## config.mk

```make
export PLATFORM = sky130hd
export DESIGN_NAME = uart_rx
export DESIGN_NICKNAME = d
export VERILOG_FILES = /design/src/rtl/uart_rx.sv
export SDC_FILE = /design/constraint.sdc
export NUM_CORES = 1
export LEC_CHECK = 0
export ABC_AREA = 1
export BUFFER_PORTS_ARGS = -buffer_cell sky130_fd_sc_hd__buf_4
export CORE_ASPECT_RATIO = 1.75
export CORE_MARGIN = 2
export CORE_UTILIZATION = 40
export CTS_CLUSTER_DIAMETER = 80
export CTS_CLUSTER_SIZE = 12
export DETAILED_ROUTE_END_ITERATION = 8
export PLACE_DENSITY_LB_ADDON = 0.1
export SYNTH_ARGS = -nofsm -noshare
export SYNTH_HDL_FRONTEND = slang
export SYNTH_SLANG_ARGS = --single-unit
```

## constraint.sdc

```tcl
create_clock -name clock -period 1.5 [get_ports clock]
set_input_delay 0.15 -clock clock [delete_from_list [all_inputs] [get_ports clock]]
set_output_delay 0.15 -clock clock [all_outputs]
set_load 0.01 [all_outputs]
```

## src/rtl/uart_rx.sv

```systemverilog
// 16x oversampling UART receiver: 7/8 data bits LSB-first, none/odd/even parity, 1/2 stop bits, 4 baud rates.
// Latency: rx_active rises 3 clocks after the line falls; rx_done fires 1 clock after the last stop-bit mid-sample.
// No backpressure: rx_done is a single-cycle strobe and data_out/error flags hold until the next completed frame.
module uart_rx #(
  parameter int CLK_HZ     = 50_000_000,
  parameter int OVERSAMPLE = 16
) (
  input  logic       clock,
  input  logic       rst,
  input  logic [1:0] baud_rate,
  input  logic [1:0] parity_type,
  input  logic       stop_bits,
  input  logic       data_length,
  input  logic       data_in,
  output logic [7:0] data_out,
  output logic       rx_done,
  output logic       rx_active,
  output logic       parity_error,
  output logic       frame_error
);

  // Divisors rounded to nearest: (CLK + den/2) / den with den = baud * OVERSAMPLE.
  localparam int DIV_2400  = (CLK_HZ + (2400  * OVERSAMPLE) / 2) / (2400  * OVERSAMPLE);
  localparam int DIV_4800  = (CLK_HZ + (4800  * OVERSAMPLE) / 2) / (4800  * OVERSAMPLE);
  localparam int DIV_9600  = (CLK_HZ + (9600  * OVERSAMPLE) / 2) / (9600  * OVERSAMPLE);
  localparam int DIV_19200 = (CLK_HZ + (19200 * OVERSAMPLE) / 2) / (19200 * OVERSAMPLE);

  // Tick index of the mid-bit point in the start bit, and the last tick of a full bit window.
  localparam logic [3:0] MID_TICK  = 4'(OVERSAMPLE / 2 - 1);
  localparam logic [3:0] LAST_TICK = 4'(OVERSAMPLE - 1);

  typedef enum logic [2:0] {
    S_IDLE,
    S_START,
    S_DATA,
    S_PARITY,
    S_STOP,
    S_DONE
  } state_t;

  state_t      state;
  logic        sync1;
  logic        sync2;
  logic        line_prev;
  logic        start_det;

  logic [1:0]  cfg_baud;
  logic [1:0]  cfg_par;
  logic        cfg_stop;
  logic        cfg_len;

  logic [15:0] tick_cnt;
  logic [15:0] tick_lim;
  logic        tick;

  logic [3:0]  samp_cnt;
  logic [2:0]  bit_cnt;
  logic [2:0]  last_bit;
  logic [7:0]  shreg;
  logic        par_en;
  logic        par_exp;
  logic        par_err_int;
  logic        frm_err_int;

  // Two-flop synchronizer plus edge register; all idle-high so reset never looks like a start edge.
  always_ff @(posedge clock or negedge rst) begin
    if (!rst) begin
      sync1     <= 1'b1;
      sync2     <= 1'b1;
      line_prev <= 1'b1;
    end else begin
      sync1     <= data_in;
      sync2     <= sync1;
      line_prev <= sync2;
    end
  end

  // A start edge is accepted in IDLE and also in the single DONE cycle, so an early next start is not lost.
  assign start_det = line_prev && !sync2 && ((state == S_IDLE) || (state == S_DONE));

  // Divisor follows the latched baud select so a mid-frame change cannot disturb bit timing.
  always_comb begin
    tick_lim = 16'(DIV_9600 - 1);
    case (cfg_baud)
      2'b00:   tick_lim = 16'(DIV_2400 - 1);
      2'b01:   tick_lim = 16'(DIV_4800 - 1);
      2'b10:   tick_lim = 16'(DIV_9600 - 1);
      default: tick_lim = 16'(DIV_19200 - 1);
    endcase
  end

  assign tick = (tick_cnt == tick_lim);

  // Free-running oversample tick; restarting at the start edge phase-aligns sample points to the frame.
  always_ff @(posedge clock or negedge rst) begin
    if (!rst) begin
      tick_cnt <= '0;
    end else if (start_det || tick) begin
      tick_cnt <= '0;
    end else begin
      tick_cnt <= tick_cnt + 16'd1;
    end
  end

  assign last_bit = cfg_len ? 3'd7 : 3'd6;
  assign par_en   = (cfg_par == 2'b01) || (cfg_par == 2'b10);
  // Even parity bit is the XOR of the data; odd is its inverse. Bit 7 is never written in 7-bit mode.
  assign par_exp  = (^shreg) ^ (cfg_par == 2'b01);

  // Frame FSM: outputs are loaded on the edge that enters DONE so rx_done, rx_active falling and new data coincide.
  always_ff @(posedge clock or negedge rst) begin
    if (!rst) begin
      state        <= S_IDLE;
      cfg_baud     <= 2'b00;
      cfg_par      <= 2'b00;
      cfg_stop     <= 1'b0;
      cfg_len      <= 1'b0;
      samp_cnt     <= '0;
      bit_cnt      <= '0;
      shreg        <= '0;
      par_err_int  <= 1'b0;
      frm_err_int  <= 1'b0;
      data_out     <= 8'h00;
      rx_done      <= 1'b0;
      rx_active    <= 1'b0;
      parity_error <= 1'b0;
      frame_error  <= 1'b0;
    end else begin
      rx_done <= 1'b0;
      case (state)
        S_IDLE, S_DONE: begin
          if (start_det) begin
            state       <= S_START;
            rx_active   <= 1'b1;
            cfg_baud    <= baud_rate;
            cfg_par     <= parity_type;
            cfg_stop    <= stop_bits;
            cfg_len     <= data_length;
            samp_cnt    <= '0;
            bit_cnt     <= '0;
            shreg       <= '0;
            par_err_int <= 1'b0;
            frm_err_int <= 1'b0;
          end else begin
            state <= S_IDLE;
          end
        end

        S_START: begin
          if (tick) begin
            if (samp_cnt == MID_TICK) begin
              if (!sync2) begin
                samp_cnt <= '0;
                state    <= S_DATA;
              end else begin
                // Line back high at mid-start: a glitch, drop it without touching the outputs.
                state     <= S_IDLE;
                rx_active <= 1'b0;
              end
            end else begin
              samp_cnt <= samp_cnt + 4'd1;
            end
          end
        end

        S_DATA: begin
          if (tick) begin
            samp_cnt <= samp_cnt + 4'd1;
            if (samp_cnt == LAST_TICK) begin
              shreg[bit_cnt] <= sync2;
              if (bit_cnt == last_bit) begin
                bit_cnt <= '0;
                state   <= par_en ? S_PARITY : S_STOP;
              end else begin
                bit_cnt <= bit_cnt + 3'd1;
              end
            end
          end
        end

        S_PARITY: begin
          if (tick) begin
            samp_cnt <= samp_cnt + 4'd1;
            if (samp_cnt == LAST_TICK) begin
              par_err_int <= (sync2 != par_exp);
              state       <= S_STOP;
            end
          end
        end

        S_STOP: begin
          if (tick) begin
            samp_cnt <= samp_cnt + 4'd1;
            if (samp_cnt == LAST_TICK) begin
              if (bit_cnt[0] == cfg_stop) begin
                // Last stop sample: fold it straight into the published frame error.
                state        <= S_DONE;
                data_out     <= shreg;
                parity_error <= par_err_int;
                frame_error  <= frm_err_int | !sync2;
                rx_done      <= 1'b1;
                rx_active    <= 1'b0;
              end else begin
                frm_err_int <= frm_err_int | !sync2;
                bit_cnt     <= bit_cnt + 3'd1;
              end
            end
          end
        end

        default: begin
          state     <= S_IDLE;
          rx_active <= 1'b0;
        end
      endcase
    end
  end

endmodule

```

==> out/qor.yml <==
cells_and_area:
  finalInstanceArea_um2: 5160
  layout-drive-gt1-share: 0.430
  layout-area-overhead-vs-synth_pct: 55.2
  antenna-diode-count: 0
  final.fill_count: 728
  nNetsFinal: 582
timing:
  timing.clock.skew_ns: 0.00417
  setup-violations-final: 48
  max_freq_mhz: 556
  minimum_period_implied_by_the_final_worst_setup_slack_ns: 1.80
  fin_crit_sh: 1.20
  timing.final.hold_violations: 0
  tightest_slew_ns: 0.385
  postLayoutSetupSlackWorst_ns: -0.299
  whs_ns: 0.0144
  slew_headroom: 0.741
  setup_repair_after_global_routing_missed_its_margin: "yes"
  report.final.slew_viol_count: 0
power:
  power_density_cells_nw_per_um2: 1680
  leakage_nw: 2.56
  totalPowerFinal_mw: 8.68
  worst_ir_drop_vdd_v: 0.000845
floorplan:
  die-area_um2: 9090
  initial_utilization: 0.405
  design.core.area_um2: 8200
  floorplan.die.width_um: 72.9
  die-height_um: 125
  std_cell_rows: 44
  pin_count: 21
synthesis:
  synthesis.area_per_instance_um2: 7.49
  synth-edff-count: 0
  synthesis.nets: 457
  synthTopCellsByArea: "dfrtp_1 41%, nand2_1 15%, nor2_1 5.6%, inv_1 4.9%, nand3_1 4.5%"
  syn-instance-count: 444
  synth_seq_area_share: 0.430
  netlist-cell-type-count: 33
  synth_ff_type: "dfrtp_1"
  mapped_area_um2: 3330
  synthesis.yosys.warnings: 0
  synth_top_cell_area_share: 0.406
  async_reset_ff_frac: 1.00
  synth_seq_cells: 57
  post-synth-top-area-cell: "dfrtp_1"
  synth_top_cells_by_count: "137 x nand2_1, 54 x dfrtp_1, 50 x nor2_1, 43 x inv_1, 30 x nand3_1"
  synth.most_common_cell: "nand2_1"
cts:
  max-clock-path-buffers: 2
  cts_tree: "done"
  ctsRootBufferMaster: "clkbuf_16"
  clk_latency_ns: 0.33
  clock_tree.htree_level_count: 3
  tritoncts_num_sinks: 57
  clk_pin_slew_worst_paths_ns: 0.05
  numCtsBuffers: 9
detailed_routing:
  drc: 0
  via_count: 3358
  antenna_violating_nets_post_route: 0
  detail_route.first_pass.iterations: 4
  route.detailed.vias_per_inst: 5.04
  first_iter_violations: 86
  routed_wire_length_per_instance_um: 14.7
  drt_wl_total_mm: 9.77
global_routing:
  use_met1: 0.193
  first_pass_grt_wire_length_mm: 15.7
  grt_start_max_net_pins: 24
  grt_use_met3: 0.0429
  total_congestion_overflow: 0
  number_of_antenna_violations_at_the_first_check_in_global_routing: 0
  use_met2: 0.431
  grt_usage: 0.226
  global_route.peak_usage_layer: "met2"
  first_global_vias: 3618
outcome:
  result_of_the_run: "finished with violations"
  failing_checks: "setup timing"
worst_setup_path:
  data_arrival_time_of_the_critical_path_ns: 2.02
  critical_path_cell_list: "buf_6, inv_6, nand3_1, nand2_2, nand3_1, nor2_2, nand3_4, a21oi_4, nand2_2, nand2_1, nand2_1"
  critical_path.endpoint_type: "flop"
  critical_path.n_buffers_inverters: 2
  max_incr_delay_on_cp_ns: 0.43
  worstSetupStartpointType: "flop"
  dominant_delay_contributor_by_cell_family_on_the_critical_path: "simple AND/OR/NAND/NOR gates"
  crit_path_max_fanout: 6
  required_ns: 1.72
  worst_setup_path_class: "reg -> reg"
  timing.critical_path.slowest_stage_cell: "dfrtp_2"
place:
  detailed_place_hpwl_mm: 6.86
  placed_cell_areas_um2: 4210
  gp_routability_congestion: 0.891
  port_buffers: 20
  placement.setup.worst_slack_ns: -0.470
hold_path:
  worst_hold_path_type: "in -> reg"
run:
  max_cap_viol_count: 0
==> final cells by class <==
type	count	area, µm²	share of cell area
well taps	92	115	0.0223
clock buffers	13	250	0.0485
repair buffers	120	1020	0.199
flip-flops and latches	57	1430	0.277
multi-input cells	328	2090	0.405
inverters	53	209	0.0405
clock inverters	3	40.0	0.00776
==> final timing paths <==
kind / depth (start not counted) / to / slack (ns) / startpoint
max: 11 / bit_cnt[0] / -0.30 / cfg_baud[0]
min: 3 / cfg_len / 0.01 / data_length
max reg2reg: 11 / bit_cnt[0] / -0.30 / cfg_baud[0]
min reg2reg: 0 / sync2 / 0.35 / sync1
max in group asynchronous: 3 / sync1 / 0.67 / rst
min in group asynchronous: 2 / cfg_baud[1] / 0.26 / rst
==> placed cells by master (no fill, tap or decap), types with 9 or more instances in the layout <==
cell | synthesis | routed
nand2_1 | 137 | 109
buf_4 | 0 | 99
dfrtp_1 | 54 | 53
inv_1 | 43 | 41
nor2_1 | 50 | 29
nand2_2 | 6 | 27
nand3_1 | 30 | 21
nor2_4 | 2 | 16
buf_6 | 4 | 13
inv_2 | 7 | 10
nand2_4 | 2 | 10
nor2_2 | 3 | 10
nand4_1 | 10 | 10
o21ai_0 | 14 | 9
xnor2_1 | 9 | 9
clkbuf_16 | 0 | 9
==> layer usage <==
layer  vias to the layer above  share of wire
met5                         -              0
met4                         0          0.062
met3                        43          0.024
met2                        56           0.58
met1                      1588           0.33
li1                       1671              -
==> flip-flops by register name (all words and copies together) (netlist names), 2 cells and up <==
signal,count
bit_cnt,3
samp_cnt,4
cfg_par,2
state,3
data_out,8
shreg,8
cfg_baud,2
tick_cnt,16
==> worst reg2reg max path, cell delays in order, from the launching register on <==
cell,delay (ns)
dfrtp_2,0.43
buf_6,0.13
inv_6,0.06
nand3_1,0.08
nand2_2,0.09
nand3_1,0.09
nor2_2,0.16
nand3_4,0.19
a21oi_4,0.22
nand2_2,0.09
nand2_1,0.08
nand2_1,0.05
==> power breakdown <==
| group | internal [mW] | switching (mW) |
|---|---|---|
| registers | 1.80 | 0.241 |
| logic | 2.03 | 2.57 |
| clock network | 1.33 | 0.709 |
| total | 5.16 | 3.52 |
==> through the flow <==
step                      utilization  TNS, ns  cells
after floorplan                     -   -0.390    444
final                           0.629   -10.98    666
after global routing            0.629   -17.67    666
after CTS                       0.604   -10.60    662
after detailed placement        0.513   -15.84    629
after global placement          0.513   -14.35    629
==> repair_timing <==
action,in CTS,in global routing
gates resized for setup,80,47
gates cloned,3,0
pin swaps,30,25
setup endpoints to repair,49,53
setup buffers,14,5
hold buffers,2,0
hold endpoints to repair,22,0
==> cell families after synthesis <==
| group | after synthesis | share of synthesized area |
|---|---|---|
| compound gates | 36 | 0.0670 |
| xor+xnor | 17 | 0.0448 |
| fa+ha+maj | 4 | 0.0150 |
| buf+inv | 61 | 0.0801 |
| flops | 57 | 0.430 |
| simple gates | 269 | 0.363 |
Note: power is estimated with default switching activity, not from simulation.
